[src/rtl/fetch_pkg.sv]
// fetch_pkg
// Shared types and constants for the instruction fetch stage: the fetch FSM
// state type, the canonical NOP encoding, the default reset PC and the
// {pc, instr} entry that travels through the fetch queue.
package fetch_pkg;

  // FETCH_RUN issues reads and accepts responses; FETCH_DROP burns exactly
  // one cycle so that a response belonging to the old stream is thrown away.
  typedef enum logic {
    FETCH_RUN  = 1'b0,
    FETCH_DROP = 1'b1
  } fetch_state_t;

  localparam logic [31:0] INSTR_NOP        = 32'h0000_0013;
  localparam logic [31:0] DEFAULT_RESET_PC = 32'h0000_0000;

  // One fetched instruction together with the byte address it came from.
  typedef struct packed {
    logic [31:0] pc;
    logic [31:0] instr;
  } fetch_entry_t;

endpackage

[src/rtl/fetch_buffer.sv]
// fetch_buffer
// Two-entry FIFO of fetch entries sitting between the BRAM response and the
// decoder handshake. Push and pop may happen in the same cycle at any fill
// level; flush empties the queue and takes priority over push and pop.
//
// Ports:
//   clk, rstn    clock, asynchronous active-low reset
//   push_i       write pushEntry_i at the tail this cycle
//   pushEntry_i  entry to be written
//   pop_i        drop the head entry this cycle
//   flush_i      discard every entry
//   head_o       current head entry (reset contents when nothing was pushed)
//   count_o      number of valid entries, 0..2
module fetch_buffer
  import fetch_pkg::*;
#(
  parameter logic [31:0] RESET_PC = DEFAULT_RESET_PC
) (
  input  logic         clk,
  input  logic         rstn,
  input  logic         push_i,
  input  fetch_entry_t pushEntry_i,
  input  logic         pop_i,
  input  logic         flush_i,
  output fetch_entry_t head_o,
  output logic [1:0]   count_o
);

  fetch_entry_t mem_q [2];
  logic         rdPtr_q, rdPtr_d;
  logic         wrPtr_q, wrPtr_d;
  logic [1:0]   count_q, count_d;
  logic         doPush;
  logic         doPop;

  // Qualify the requests against the fill level so the FIFO can never
  // underflow or overwrite a live entry, then work out the new pointers and
  // count. A flush resets the pointers, which is all it takes to empty it.
  always_comb begin
    doPop   = pop_i && (count_q != 2'd0);
    doPush  = push_i && ((count_q != 2'd2) || doPop);
    rdPtr_d = rdPtr_q;
    wrPtr_d = wrPtr_q;
    count_d = count_q;
    if (flush_i) begin
      rdPtr_d = 1'b0;
      wrPtr_d = 1'b0;
      count_d = 2'd0;
    end else begin
      if (doPush) wrPtr_d = ~wrPtr_q;
      if (doPop)  rdPtr_d = ~rdPtr_q;
      count_d = count_q + {1'b0, doPush} - {1'b0, doPop};
    end
  end

  // Pointer and count registers.
  always_ff @(posedge clk or negedge rstn) begin
    if (!rstn) begin
      rdPtr_q <= 1'b0;
      wrPtr_q <= 1'b0;
      count_q <= 2'd0;
    end else begin
      rdPtr_q <= rdPtr_d;
      wrPtr_q <= wrPtr_d;
      count_q <= count_d;
    end
  end

  // Entry storage. Reset contents are a NOP at the reset PC so the decoder
  // sees a harmless instruction on out_instr/out_pc straight out of reset.
  // When full, a push together with a pop overwrites the slot being popped,
  // which is safe because the head is read combinationally this cycle.
  always_ff @(posedge clk or negedge rstn) begin
    if (!rstn) begin
      for (int i = 0; i < 2; i++) begin
        mem_q[i] <= fetch_entry_t'{pc: RESET_PC, instr: INSTR_NOP};
      end
    end else if (doPush && !flush_i) begin
      mem_q[wrPtr_q] <= pushEntry_i;
    end
  end

  assign head_o  = mem_q[rdPtr_q];
  assign count_o = count_q;

endmodule

[src/rtl/fetch_unit.sv]
// fetch_unit
// Instruction fetch stage: holds the PC, issues reads to a synchronous
// instruction BRAM (one-cycle read latency), queues fetched words with their
// PC in a 2-entry buffer and hands them to the decoder over valid/ready.
// Execute can redirect the PC at any time; a read that is still in flight
// when a redirect arrives is discarded via a one-cycle FETCH_DROP state.
//
// Optional feature macro: IMEM_WRITE_EN adds an instruction-memory write
// port (iw_* inputs, imem_we/imem_wdata outputs). A write steals the BRAM
// for one cycle and blocks fetch issue in that cycle. Queued words are not
// snooped; software must jump to rewritten code before executing it.
//
// Ports:
//   clk, rstn                  clock, asynchronous active-low reset
//   imem_en, imem_addr         BRAM enable and word address
//   imem_rdata                 BRAM read data, valid the cycle after a read
//   redirect_valid/_pc         PC change request from execute
//   out_valid/out_ready        decoder handshake
//   out_instr, out_pc          head instruction and its byte address
//   iw_valid/iw_addr/iw_data   write request (IMEM_WRITE_EN only)
//   imem_we, imem_wdata        BRAM write port (IMEM_WRITE_EN only)
module fetch_unit
  import fetch_pkg::*;
#(
  parameter int          ADDR_W   = 14,
  parameter logic [31:0] RESET_PC = DEFAULT_RESET_PC
) (
  input  logic              clk,
  input  logic              rstn,
  output logic              imem_en,
  output logic [ADDR_W-1:0] imem_addr,
  input  logic [31:0]       imem_rdata,
  input  logic              redirect_valid,
  input  logic [31:0]       redirect_pc,
  output logic              out_valid,
  input  logic              out_ready,
  output logic [31:0]       out_instr,
  output logic [31:0]       out_pc
`ifdef IMEM_WRITE_EN
  ,
  input  logic              iw_valid,
  input  logic [31:0]       iw_addr,
  input  logic [31:0]       iw_data,
  output logic              imem_we,
  output logic [31:0]       imem_wdata
`endif
);

  fetch_state_t      state_q, state_d;
  logic [31:0]       pc_q, pc_d;
  logic [31:0]       reqPc_q, reqPc_d;
  logic              inflight_q, inflight_d;
  logic [1:0]        count;
  logic [2:0]        occupancy;
  logic              pop;
  logic              push;
  logic              issue;
  logic              writeReq;
  logic [ADDR_W-1:0] writeAddr;
  fetch_entry_t      head;
  fetch_entry_t      pushEntry;
  logic              unusedBits;

  // Write-port plumbing. Without the feature the write request is tied off,
  // so the fetch logic below is identical in both builds.
`ifdef IMEM_WRITE_EN
  assign writeReq   = iw_valid;
  assign writeAddr  = iw_addr[ADDR_W+1:2];
  assign imem_we    = iw_valid;
  assign imem_wdata = iw_data;
  assign unusedBits = ^{redirect_pc[1:0], iw_addr[1:0], iw_addr[31:ADDR_W+2]};
`else
  assign writeReq   = 1'b0;
  assign writeAddr  = '0;
  assign unusedBits = ^redirect_pc[1:0];
`endif

  // Handshake, issue and push decisions. Issue is allowed only if, after
  // this cycle's pop, the queue plus the read already in flight leaves room
  // for the word being requested now; that keeps the 2-entry buffer from
  // ever overflowing. Issue is gated with rstn so the BRAM stays idle while
  // reset is held. A redirect blocks both issue and the push of whatever
  // response is arriving, since that word belongs to the old stream.
  always_comb begin
    pop       = out_valid && out_ready;
    occupancy = {1'b0, count} + {2'b00, inflight_q} - {2'b00, pop};
    issue     = rstn && (state_q == FETCH_RUN) && !redirect_valid &&
                (occupancy <= 3'd1) && !writeReq;
    push      = inflight_q && (state_q == FETCH_RUN) && !redirect_valid;
    pushEntry = fetch_entry_t'{pc: reqPc_q, instr: imem_rdata};
  end

  // Next-state logic for the PC, the issued-address register and the FSM.
  // A redirect while a read is outstanding moves to FETCH_DROP for one cycle;
  // a redirect arriving during FETCH_DROP just retargets the PC.
  always_comb begin
    state_d    = FETCH_RUN;
    pc_d       = pc_q;
    reqPc_d    = reqPc_q;
    inflight_d = issue;
    if (redirect_valid) begin
      pc_d = {redirect_pc[31:2], 2'b00};
      if ((state_q == FETCH_RUN) && inflight_q) begin
        state_d = FETCH_DROP;
      end
    end else if (issue) begin
      pc_d    = pc_q + 32'd4;
      reqPc_d = pc_q;
    end
  end

  // State registers.
  always_ff @(posedge clk or negedge rstn) begin
    if (!rstn) begin
      state_q    <= FETCH_RUN;
      pc_q       <= RESET_PC;
      reqPc_q    <= RESET_PC;
      inflight_q <= 1'b0;
    end else begin
      state_q    <= state_d;
      pc_q       <= pc_d;
      reqPc_q    <= reqPc_d;
      inflight_q <= inflight_d;
    end
  end

  // BRAM request: a pending write takes the port, otherwise the current PC
  // is presented and the enable follows the issue decision.
  always_comb begin
    imem_en   = issue || writeReq;
    imem_addr = writeReq ? writeAddr : pc_q[ADDR_W+1:2];
  end

  fetch_buffer #(
    .RESET_PC(RESET_PC)
  ) u_buffer (
    .clk        (clk),
    .rstn       (rstn),
    .push_i     (push),
    .pushEntry_i(pushEntry),
    .pop_i      (pop),
    .flush_i    (redirect_valid),
    .head_o     (head),
    .count_o    (count)
  );

  assign out_valid = (count != 2'd0);
  assign out_instr = head.instr;
  assign out_pc    = head.pc;

endmodule

[config.mk]
export PLATFORM = sky130hd
export DESIGN_NAME = fetch_unit
export DESIGN_NICKNAME = d
export VERILOG_FILES = /design/src/rtl/fetch_pkg.sv /design/src/rtl/fetch_buffer.sv /design/src/rtl/fetch_unit.sv
export SDC_FILE = /design/constraint.sdc
export NUM_CORES = 1
export LEC_CHECK = 0
export CAP_MARGIN = 20
export CORE_UTILIZATION = 50
export DETAILED_ROUTE_END_ITERATION = 10
export PLACE_DENSITY = 0.76
export SLEW_MARGIN = 0
export SYNTH_ARGS = -nofsm -noshare
export SYNTH_HDL_FRONTEND = slang
export SYNTH_SLANG_ARGS = --single-unit
export TNS_END_PERCENT = 20
[constraint.sdc]
create_clock -name clk -period 6.5 [get_ports clk]
set_input_delay 1.3 -clock clk [delete_from_list [all_inputs] [get_ports clk]]
set_output_delay 1.3 -clock clk [all_outputs]
set_load 0.01 [all_outputs]
=== Word level (Yosys, flattened, before mapping) ===
Index checks and enable logic that the tools add are counted.

* Word-level logic and storage cells: 59
* Register bits: 198
* Output and inout port bits: 80
* Input port bits: 68

* Magnitude comparators: 4
* Reductions and logical operators: 17
* Bitwise operators: 6
* Equal/unequal tests: 1
* Add/subtract/negate cells: 5
* Multiplexer cells: 15

{| class="wikitable"
|+ Operators by type and width
! kind !! number
|-
| 2-to-1 mux 64 bit || 4
|-
| bitwise mux 128 bit || 1
|-
| demux 64 bit (select 1 bit) || 1
|-
| 2-to-1 mux 32 bit || 2
|-
| adder 32 x 3 -> 32 bit (second input constant) || 1
|-
| logical AND 1 bit || 10
|-
| nonzero test 2 bit || 4
|-
| 2-to-1 mux 1 bit || 6
|-
| >= comparator 2 bit (second input constant) || 2
|-
| NOT 1 bit || 4
|-
| NOT 1 -> 2 bit || 2
|-
| adder 2 x 1 -> 3 bit || 1
|-
| less-or-equal comparator 3 x 1 -> 1 bit (second input constant) || 1
|-
| subtractor 3 x 1 -> 3 bit || 1
|-
| adder 2 x 1 -> 2 bit || 1
|-
| < comparator 2 x 1 -> 1 bit (second input constant) || 1
|-
| 2-to-1 mux 2 bit || 1
|-
| != test 2 bit (second input constant) || 1
|-
| AND reduction 2 bit || 1
|-
| subtractor 2 x 1 -> 2 bit || 1
|-
| logical NOT 1 bit || 1
|-
| logical OR 1 bit || 1
|}

=== Longest topological paths before layout ===
* Depth after elaboration: 8
* Depth in mapped cells: 16
* Mapped depth without buffers: 13

=== By module ===
A second synthesis with hierarchy kept.

* Cell total of the unflattened synthesis: 729
* Area total of the unflattened synthesis: 9,172.5 µm²

{| class="wikitable"
|+ By module, submodules not included
! module !! seq. area each (µm²) !! cells each !! times used !! area an instance (µm²)
|-
| fetch_buffer || 3,310.7 || 363 || 1 || 5,977.0
|-
| fetch_unit || 1,551.5 || 366 || 1 || 3,195.6
|}

=== Least setup slack after synthesis ===
OpenSTA, ideal clock, no wires.

* Kind: input to output
* Start point: in out_ready
* End point: out imem_en
* Buffers on the path: 4
* Cell stages on the path: 13
* Data required time: 5.200 ns
* Data arrival time: 3.560 ns
* Setup slack: 1.640 ns
* Cells stage by stage: and2_1 > ha_1 > inv_1 > ha_1 > inv_1 > fa_1 > nand2_1 > or4_1 > buf_4 > clkinv_4 > buf_4 > buf_6 > buf_4

* Word-level cells in the longest chain between the ends: 4

{| class="wikitable"
|+ Ends and longest elaborated chain
! what !! RTL line !! source
|-
| from (decl) || fetch_unit.sv:36 || <nowiki>input logic out_ready,</nowiki>
|-
| logical AND 1 bit || fetch_unit.sv:85 || <nowiki>pop = out_valid && out_ready;</nowiki>
|-
| subtractor 3 x 1 -> 3 bit || fetch_unit.sv:86 || <nowiki>occupancy = {1'b0, count} + {2'b00, inflight_q} - {2'b00, pop};</nowiki>
|-
| less-or-equal comparator 3 x 1 -> 1 bit || fetch_unit.sv:88 || <nowiki>(occupancy <= 3'd1) && !writeReq;</nowiki>
|-
| logical AND 1 bit || fetch_unit.sv:87 || <nowiki>issue = rstn && (state_q == FETCH_RUN) && !redirect_valid &&</nowiki>
|-
| to (decl) || fetch_unit.sv:30 || <nowiki>output logic imem_en,</nowiki>
|}

No other way between the ends.

=== Worst setup path after layout ===
Same ends and word-level chain as after synthesis.

==> metrics.cfg <==
[status]
outcome=finished, final reports clean

[global_route]
grt_pass1_wl_microns=31600
grt_pass1_vias=6264
grt_max_degree=90
grtUsageTotal_pct=22.4
gr-total-overflow=0
antenna_found_initial=0

[setup_path]
criticalPathCategory=in2out
r2r_end=pc_q[18]
reg2reg_setup_slack_ns=2.12
critPathLaunchType=primary input
cp_max_fo=3
critPathCaptureType=primary output
r2r-start=u_buffer.count_o[1]
cp.required_ns=5.20
critPathArrivalTime_ns=4.33
reg2regPathDepth=15

[finish]
nets=907
fin_util_pct=64.3
n_fill_cell=1268
diodes=0
drive_above_1_share_pct=29.7
area_delta_synth_final_pct=24.0

[synthesis]
synth_seq_cells=190
yosysWarnings=0
synth.avg_cell_area_sq_um=12.2
synth-seq-area-share_pct=54.8
synth_edf_count=0
synth.most_common_cell=mux2_2
synth_cell_types=48
synthCells=715
async_flop_share_pct=100
ys_top_cells_by_count=186 x mux2_2, 184 x dfrtp_1, 120 x nand2_1, 20 x buf_4
synth_top_area_share_pct=53.0
ys.flop_type=dfrtp_1
yosys-top-cells-area=dfrtp_1 53%, mux2_2 24%, nand2_1 5.2%
netlist_area_sq_um=8690
synth_top_area_cell=dfrtp_1

[route]
first_pass_iters=5
drt-total-wl_microns=19100
via_per_inst=5.63
drc=0
dr.first_iter.drc_count=404
ant_nets=0
vias=6003
avgRoutedWirePerCell_microns=17.9

[clock_tree]
cts_tree=done
numCtsBuffers=17
ctsHtreeMaxLevel=4
post_cts_buffers=0
worstSkewPairLatency_ns=0.42
cts_root_buf=clkbuf_16
cts.reportedPaths.clkPinSlew_ns=0.07
clock-sinks=190
cts_buffer_depth=2
cts_hold_buf=0
cts_resized=0

[power]
leakage_nw=4.83
sw_frac_of_total_pct=32.5
p_clk_share_pct=19.8
p_int_mw=3.42
finalPower_mw=5.07
p_seq_share_pct=40.2
combPwrFrac_pct=39.9
pwr_density_cell_nw_per_um2=470
power_switching_mw=1.65
ir_drop_v=0.000217

[place]
port_buffers=143
place.gp.congestion=0.818
hpwl_microns=12600

[sta]
drv_slew=0
setup_viol=0
hold_violations=0
tightestPinTransition_ns=0.942
post-route-period-util_pct=86.6
rsz0062_at_grt=false
fmax_mhz=178
tns_ns=0
worst_clock_skew_ns=0.0101
finalCriticalPeriod_ns=5.63
slew_headroom_pct=37.2

[worst_hold_path]
worstHoldStart=reqPc_q[31]
min_to=reqPc_q[31]
hold_path_depth=2
min_path_type=reg2reg

[job]
max_cap_violations=0

[floorplanning]
chipHeight_microns=134
ios=148
fp-row-count=47
die_w_microns=134
start_util_pct=51.9
core_sq_um=16800
die_area_sq_um=17900

==> kinds of logic (layout without fill, tap and decap cells) <==
group	count (synthesis)	in the layout	synth area share [%]
flip-flops	190	190	54.8
buffers and inverters	63	193	3.97
multiplexers	186	186	24.1
other	1	2	0.0431
AND/OR/NAND/NOR	198	198	10.2
XOR/XNOR	6	6	0.605
adder cells (fa/ha/maj)	6	6	0.950
AO/OA/AOI/OAI	65	65	5.31
==> through the flow <==
| step | setup slack, ns | cells | hold WS, ns | instance area, sq um |
|---|---|---|---|---|
| 5_1_grt | 0.710 | 1066 | 0.513 | 10800 |
| 3_3_place_gp | 0.896 | 1032 | 0.471 | 10200 |
| 3_5_place_dp | 0.842 | 1033 | 0.480 | 10200 |
| 6_report | 0.872 | 1066 | 0.493 | 10800 |
| 4_1_cts | 0.832 | 1065 | 0.496 | 10800 |
| 2_1_floorplan | 1.64 | 716 | 0.458 | 8700 |
==> how the worst max path moves through the flow <==
stage,from,endpoint,slack [ns],depth (start not counted)
2_1_floorplan,out_ready,imem_en,1.64,13
3_3_place_gp,out_ready,imem_en,0.90,11
3_5_place_dp,out_ready,imem_en,0.84,11
4_1_cts,out_ready,imem_en,0.83,11
5_1_grt,out_ready,imem_en,0.71,11
6_report,out_ready,imem_en,0.87,11
==> state kept, by name (all words and copies together), names as in the netlist <==
| name | cells |
|---|---|
| inflight_q | 1 |
| pc_q | 30 |
| reqPc_q | 30 |
| state_q | 1 |
| u_buffer.count_o | 2 |
| u_buffer.mem_q | 124 |
| u_buffer.rdPtr_q | 1 |
| u_buffer.wrPtr_q | 1 |
==> per-layer routing <==
metal | wire, microns | track usage [%] | vias to the layer above
met2 | 9320 | 36.7 | 204
met3 | 1130 | 4.35 | 18
met5 | 0 | 0 | -
met4 | 229 | 7.20 | 0
met1 | 8370 | 30.2 | 3037
li1 | - | - | 2744
==> power by group through the flow <==
stage               registers (mW)  clock network [mW]  logic [mW]
floorplan                     1.93                   0        1.30
global placement              2.00                   0        1.97
detailed placement            2.06                   0        2.03
CTS                           2.04                1.03        2.05
global route                  2.11                1.08        2.19
finish                        2.04                1.01        2.02
==> critical path: stages <==
cell and delay, ns:
clkdlybuf4s50_1 0.48, and2_1 0.19, ha_1 0.24, inv_1 0.09, ha_1 0.14, inv_1 0.04
fa_1 0.47, nand2_1 0.05, or4_2 0.68, clkinv_4 0.07, clkdlybuf4s50_1 0.55
==> layout make-up <==
| type | count | area, sq um | share of cell area (%) |
|---|---|---|---|
| Tap cell | 220 | 275 | 2.55 |
| Multi-Input combinational cell | 463 | 3600 | 33.4 |
| Clock inverter | 15 | 151 | 1.40 |
| Clock buffer | 17 | 425 | 3.95 |
| Sequential cell | 190 | 4760 | 44.2 |
| Timing Repair Buffer | 153 | 1530 | 14.2 |
| Inverter | 8 | 35.0 | 0.325 |
==> placed cells by master (no fill, tap or decap), types with 7 or more instances in the layout <==
| cell | instances |
|---|---|
| mux2_2 | 186 |
| o211ai_1 | 10 |
| buf_4 | 8 |
| clkdlybuf4s50_1 | 142 |
| a21oi_1 | 7 |
| o21ai_0 | 19 |
| nand4_1 | 10 |
| clkbuf_16 | 17 |
| inv_1 | 7 |
| nand2_1 | 119 |
| nor2_1 | 19 |
| dfrtp_1 | 183 |
| nand3_1 | 19 |
Power figures use the tool's default switching activity.
